<file path="src/rtl/minibyte_pkg.sv">
// minibyte_pkg
// Shared definitions for the minibyte bus-multiplexer blocks.
//   MUX_MODE_DIRECT / MUX_MODE_RR : encodings of the arbitration mode input.
//   MAX_CH                        : largest supported channel count.
//   onehot()                      : index -> one-hot vector (MAX_CH bits wide;
//                                   callers slice to their channel count).
package minibyte_pkg;

  localparam logic MUX_MODE_DIRECT = 1'b0;
  localparam logic MUX_MODE_RR     = 1'b1;

  localparam int MAX_CH = 16;

  function automatic logic [MAX_CH-1:0] onehot(input logic [3:0] idx);
    logic [MAX_CH-1:0] v;
    v      = '0;
    v[idx] = 1'b1;
    return v;
  endfunction

endpackage

</file>
<file path="src/rtl/minibyte_rr_pick.sv">
// minibyte_rr_pick
// Combinational rotate-priority picker. Searches req upward starting at the
// channel just after last_ptr, wrapping NUM_CH-1 -> 0, so last_ptr itself is
// examined last.
// Ports:
//   req      in  NUM_CH  per-channel request
//   last_ptr in  SEL_W   most recently served channel (< NUM_CH)
//   found    out 1       at least one channel requests
//   idx      out SEL_W   winning channel index (0 when !found)
module minibyte_rr_pick
  import minibyte_pkg::*;
#(
  parameter int NUM_CH = 4,
  parameter int SEL_W  = $clog2(NUM_CH)
) (
  input  logic [NUM_CH-1:0] req,
  input  logic [SEL_W-1:0]  last_ptr,
  output logic              found,
  output logic [SEL_W-1:0]  idx
);

  logic [SEL_W-1:0] c;

  always_comb begin
    found = 1'b0;
    idx   = '0;
    c     = '0;
    // Offset 1 is the highest priority; offset NUM_CH lands back on last_ptr.
    for (int i = 1; i <= NUM_CH; i++) begin
      c = SEL_W'((int'(last_ptr) + i) % NUM_CH);
      if (!found && req[c]) begin
        found = 1'b1;
        idx   = c;
      end
    end
  end

endmodule

</file>
<file path="src/rtl/minibyte_arbmux.sv">
// minibyte_arbmux
// N-channel, WIDTH-bit registered bus multiplexer. Each cycle at most one
// requesting channel is granted (direct select or round-robin) and its word
// is captured into a one-entry output register drained by a valid/ready
// handshake. Accept and reload can happen on the same edge, giving one word
// per cycle under continuous demand.
// Ports:
//   clk_in    in  1             clock, rising edge
//   rst_in    in  1             synchronous active-high reset
//   mode_in   in  1             0 = direct select, 1 = round-robin
//   sel_in    in  SEL_W         channel index for direct mode
//   req_in    in  NUM_CH        per-channel request
//   data_in   in  NUM_CH*WIDTH  channel c at [c*WIDTH +: WIDTH]
//   gnt_out   out NUM_CH        one-hot grant, high in the capture cycle
//   data_out  out WIDTH         registered selected word
//   ch_out    out SEL_W         channel that supplied data_out
//   valid_out out 1             data_out holds an unconsumed word
//   ready_in  in  1             consumer takes data_out this cycle
// NUM_CH is intended for 2..16.
module minibyte_arbmux
  import minibyte_pkg::*;
#(
  parameter  int WIDTH  = 8,
  parameter  int NUM_CH = 4,
  localparam int SEL_W  = $clog2(NUM_CH)
) (
  input  logic                    clk_in,
  input  logic                    rst_in,
  input  logic                    mode_in,
  input  logic [SEL_W-1:0]        sel_in,
  input  logic [NUM_CH-1:0]       req_in,
  input  logic [NUM_CH*WIDTH-1:0] data_in,
  output logic [NUM_CH-1:0]       gnt_out,
  output logic [WIDTH-1:0]        data_out,
  output logic [SEL_W-1:0]        ch_out,
  output logic                    valid_out,
  input  logic                    ready_in
);

  localparam int PAD_CH = 1 << SEL_W;

  logic [WIDTH-1:0]  data_p1;
  logic [SEL_W-1:0]  ch_p1;
  logic              vld_p1;
  logic [SEL_W-1:0]  last_ptr;

  logic [PAD_CH-1:0] req_pad;
  logic              direct_found;
  logic              rr_found;
  logic [SEL_W-1:0]  rr_idx;
  logic              win_found;
  logic [SEL_W-1:0]  winner;
  logic              can_load;
  logic              load;
  logic [WIDTH-1:0]  win_data;
  logic [MAX_CH-1:0] win_oh;

  minibyte_rr_pick #(
    .NUM_CH (NUM_CH),
    .SEL_W  (SEL_W)
  ) u_rr_pick (
    .req      (req_in),
    .last_ptr (last_ptr),
    .found    (rr_found),
    .idx      (rr_idx)
  );

  // Stage p0: winner selection, grant and data steering (combinational).
  // The request vector is zero-padded to a power of two so an out-of-range
  // sel_in (possible when NUM_CH is not a power of two) simply sees no request.
  always_comb begin
    req_pad              = '0;
    req_pad[NUM_CH-1:0]  = req_in;
    direct_found         = req_pad[sel_in];

    if (mode_in == MUX_MODE_RR) begin
      win_found = rr_found;
      winner    = rr_idx;
    end else begin
      win_found = direct_found;
      winner    = sel_in;
    end

    can_load = !vld_p1 || ready_in;
    load     = can_load && win_found && !rst_in;

    win_data = '0;
    for (int c = 0; c < NUM_CH; c++) begin
      if (winner == SEL_W'(c)) begin
        win_data = data_in[c*WIDTH +: WIDTH];
      end
    end

    win_oh  = onehot(4'(winner));
    gnt_out = load ? win_oh[NUM_CH-1:0] : '0;
  end

  // Stage p1: one-entry output register with valid/ready handshake.
  always_ff @(posedge clk_in) begin
    if (rst_in) begin
      vld_p1   <= 1'b0;
      data_p1  <= '0;
      ch_p1    <= '0;
      last_ptr <= SEL_W'(NUM_CH - 1);
    end else if (load) begin
      vld_p1   <= 1'b1;
      data_p1  <= win_data;
      ch_p1    <= winner;
      last_ptr <= winner;
    end else if (ready_in && vld_p1) begin
      vld_p1   <= 1'b0;
    end
  end

  assign data_out  = data_p1;
  assign ch_out    = ch_p1;
  assign valid_out = vld_p1;

endmodule

</file>
<file path="config.mk">
export PLATFORM = sky130hd
export DESIGN_NAME = minibyte_arbmux
export DESIGN_NICKNAME = d
export VERILOG_FILES = /design/src/rtl/minibyte_pkg.sv /design/src/rtl/minibyte_rr_pick.sv /design/src/rtl/minibyte_arbmux.sv
export SDC_FILE = /design/constraint.sdc
export NUM_CORES = 1
export LEC_CHECK = 0
export ABC_AREA = 0
export ABC_CLOCK_PERIOD_IN_PS = 3500
export CORE_ASPECT_RATIO = 1.75
export CORE_MARGIN = 3
export CORE_UTILIZATION = 37
export CTS_BUF_LIST = sky130_fd_sc_hd__clkbuf_8
export CTS_CLUSTER_DIAMETER = 40
export DETAILED_ROUTE_END_ITERATION = 10
export HOLD_SLACK_MARGIN = 0.08
export PLACE_DENSITY = 0.85
export SETUP_SLACK_MARGIN = 0.2
export SLEW_MARGIN = 10
export SYNTH_ARGS = -nofsm -noshare
export SYNTH_HDL_FRONTEND = slang
export SYNTH_SLANG_ARGS = --single-unit
</file>
<file path="constraint.sdc">
create_clock -name clk_in -period 3.5 [get_ports clk_in]
set_input_delay 1.05 -clock clk_in [delete_from_list [all_inputs] [get_ports clk_in]]
set_output_delay 1.05 -clock clk_in [all_outputs]
set_load 0.05 [all_outputs]
</file>
==> summary.txt <==
Worst setup path
  – Crit path cell chain: buf_8 -> or2b_1 -> o21ai_2 -> o311ai_4 -> buf_4 -> nand2b_4 -> buf_12 -> nor2_4 -> buf_12
  – CP arrival: 2.43 ns
  – CP bufs+invs: 4
  – Most frequent cell on the critical path: buf_12
  – Slowest CP cell: o311ai_4
  – CP delay by family, top: buffers and inverters
  – Max incr delay on CP: 0.38 ns
  – Crit path required time: 2.45 ns
  – CP Max Fanout: 8
  – Startpoint Class: input port
  – Kind of critical path: in2out
  – Critical Path Sink Type: output port

Power
  – VDD IR max: 0.000275 V
  – Leakage power: 0.787 nW
  – PwrDens: 357 nW/um^2
  – Total power: 0.672 mW

Floorplanning
  – Core area: 2330 sq um
  – Row Count: 23
  – Initial Utilization: 39.3%
  – Die height: 71.9 um
  – Die footprint: 3140 sq um
  – Chip Width: 43.6 um
  – I/O pin count: 57

Finish
  – Finished Cell Area: 1880 sq um
  – Final Non-Filler Cells: 207
  – Final core utilization: 80.8%
  – Fraction of layout cells with a size suffix above 1: 34.1%
  – Area growth, synth to finish: 105%
  – # diodes: 0
  – Final net count: 225

Timing
  – Least-Margin Pin Slew: 0.523 ns
  – RSZ-0062 raised after global routing: yes
  – Final setup vio count: 0
  – Max Slew Vio Count: 0
  – Final worst setup slack: 0.0179 ns
  – Setup TNS Final: 0 ns
  – Highest Clock Rate: 0.287 GHz
  – Relative slew slack: 65.0%
  – Min Hold Slack: 0.490 ns
  – Final min period: 3.48 ns
  – Final Hold Vio Count: 0
  – Period utilisation layout: 99.5%
  – Post-route clock skew: 0.00161 ns

Drt
  – Initial DRC count: 33
  – Drt total wl: 3880 um
  – Via Count: 1183
  – Vias per std cell: 5.71
  – Drt drc: 0
  – Pre-antenna DRT Iters: 4
  – Post-DR wirelength/cell: 18.8 um
  – Final ANT Viol Nets: 0

Synthesis
  – Synth top area share: 28.4%
  – Sequential cell area fraction in the yosys report: 28.4%
  – Complex-gate fraction of the synthesized area: 20.6%
  – Simple-gate share of the synthesized area: 26.7%
  – Largest family of logic cells by synthesized area: simple AND/OR/NAND/NOR gates
  – Cell Area, Synth: 917 sq um
  – Area contributors post-synth: dfxtp_1 (28%), mux2i_1 (13%), a221o_1 (8.7%)
  – Yosys Warn Count: 0
  – Area leader, netlist: dfxtp_1
  – Net Count, Synth: 147
  – Netlist cell types: 33
  – Synth Area in Adders: 0%
  – Avg Inst Size Synth: 8.73 sq um
  – Xor/xnor cell area share of the yosys netlist: 0%
  – EDFF count, synth: 0
  – Ys flop type: dfxtp_1
  – Yosys reg bits: 13
  – Gate count after technology mapping: 105
  – Post-synthesis mux area share: 19.6%
  – Synth async-reset ratio: 0%

Global routing
  – Vias in the first global route: 1323
  – Grt total ovfl: 0
  – Initial antenna violation count: 0
  – First-pass GRT wire length: 6190 um
  – Total GRT Usage: 26.3%
  – Pin count of the biggest net entering global routing: 11

Clock network
  – Clk buf depth: 2
  – Sinks on Clock Net: 13
  – H-tree depth: 1
  – CTS tree: yes
  – TritonCTS Buffers: 3
  – Worst-skew pair later-pin latency: 0.25 ns
  – Clk slew on worst S/H paths: 0.06 ns
  – Clock Tree Root: clkbuf_8

Placed design
  – RePlAce Congestion: 0.791
  – Post-place setup slack: -0.433 ns
  – Dpl hpwl: 2770 um
  – Cell area after placement: 1700 sq um
  – Placed Cells incl. Taps: 197
  – Port buffer count: 56

Run
  – Max cap viols: 0

Worst hold path
  – Worst Hold Class: reg2reg

Outcome
  – Status: finished, final reports clean
cell type report:
type / instances / area, sq um
Inverter: 4 / 15.0
Tap cell: 25 / 31.3
Multi-Input combinational cell: 83 / 732
Clock buffer: 3 / 41.3
Clock inverter: 1 / 5.00
Sequential cell: 13 / 260
Fill cell: 146 / 448
Timing Repair Buffer: 78 / 798
worst paths after layout:
path | from | to | slack (ns) | cells past startpoint
max | req_in[1] | gnt_out[1] | 0.02 | 9
min | ch_out[0] | ch_out[0] | 0.49 | 2
min reg2reg | ch_out[0] | ch_out[0] | 0.49 | 2
max reg2reg | last_ptr[1] | data_out[7] | 1.22 | 6
layer usage:
metal | up-vias | track usage (%) | wire length, um
li1 | 549 | - | -
met1 | 568 | 26.7 | 1340
met2 | 49 | 49.5 | 2250
met3 | 17 | 2.01 | 129
met4 | 0 | 14.4 | 154
met5 | - | 0 | 0
worst min-delay path: cells and delay by family, from the launching register on:
family	cells	cell delay (ns)
flops	1	0.32
simple gates	1	0.07
compound gates	1	0.06
synth_stat cells, types with 2 or more instances:
| cell | instances |
|---|---|
| or2_2 | 2 |
| nor3_1 | 3 |
| nand3_1 | 2 |
| nand4_1 | 2 |
| nand2b_1 | 5 |
| nor4_1 | 2 |
| inv_1 | 4 |
| nor2b_1 | 4 |
| nor2_1 | 14 |
| mux2i_1 | 12 |
| mux2_2 | 4 |
| nor3_2 | 2 |
| nand2_1 | 2 |
| dfxtp_1 | 13 |
| clkbuf_1 | 2 |
| a221o_1 | 8 |
| a21oi_1 | 7 |
| o221ai_1 | 2 |
logic make-up (layout without fill, tap and decap cells):
| kind of cell | after synthesis | count (layout) |
|---|---|---|
| and+or+nand+nor | 44 | 44 |
| DFF | 13 | 13 |
| AOI/OAI and AO/OA | 22 | 22 |
| buffers and inverters | 9 | 86 |
| muxes | 17 | 17 |
where the power goes:
group / internal, mW / switching (mW)
Sequential: 0.169 / 0.0169
Combinational: 0.168 / 0.179
Clock: 0.0788 / 0.0604
Total: 0.416 / 0.256
timing repair:
item	in CTS	in global routing
buffers inserted	5	1
gates resized for setup	38	2
pin swaps	7	3
hold buffers	0	0
endpoints found under the setup margin	4	4
layout by cell type, fill, tap and decap left out, types with 3 or more instances in the layout:
cell,instances
clkdlybuf4s50_1,44
a21oi_2,3
buf_12,6
buf_6,3
nor2_1,11
inv_1,4
a21oi_1,5
nor2b_1,3
dlygate4sd2_1,3
dfxtp_1,13
buf_4,18
clkbuf_8,3
nor2_4,3
mux2i_1,12
nand2b_1,3
mux2_2,4
a221o_1,8
state kept, by name, indices dropped and copies added (netlist names):
| register | cells |
|---|---|
| last_ptr | 2 |
| ch_out | 2 |
| valid_out | 1 |
| data_out | 8 |
(Power assumes the default switching activity.)
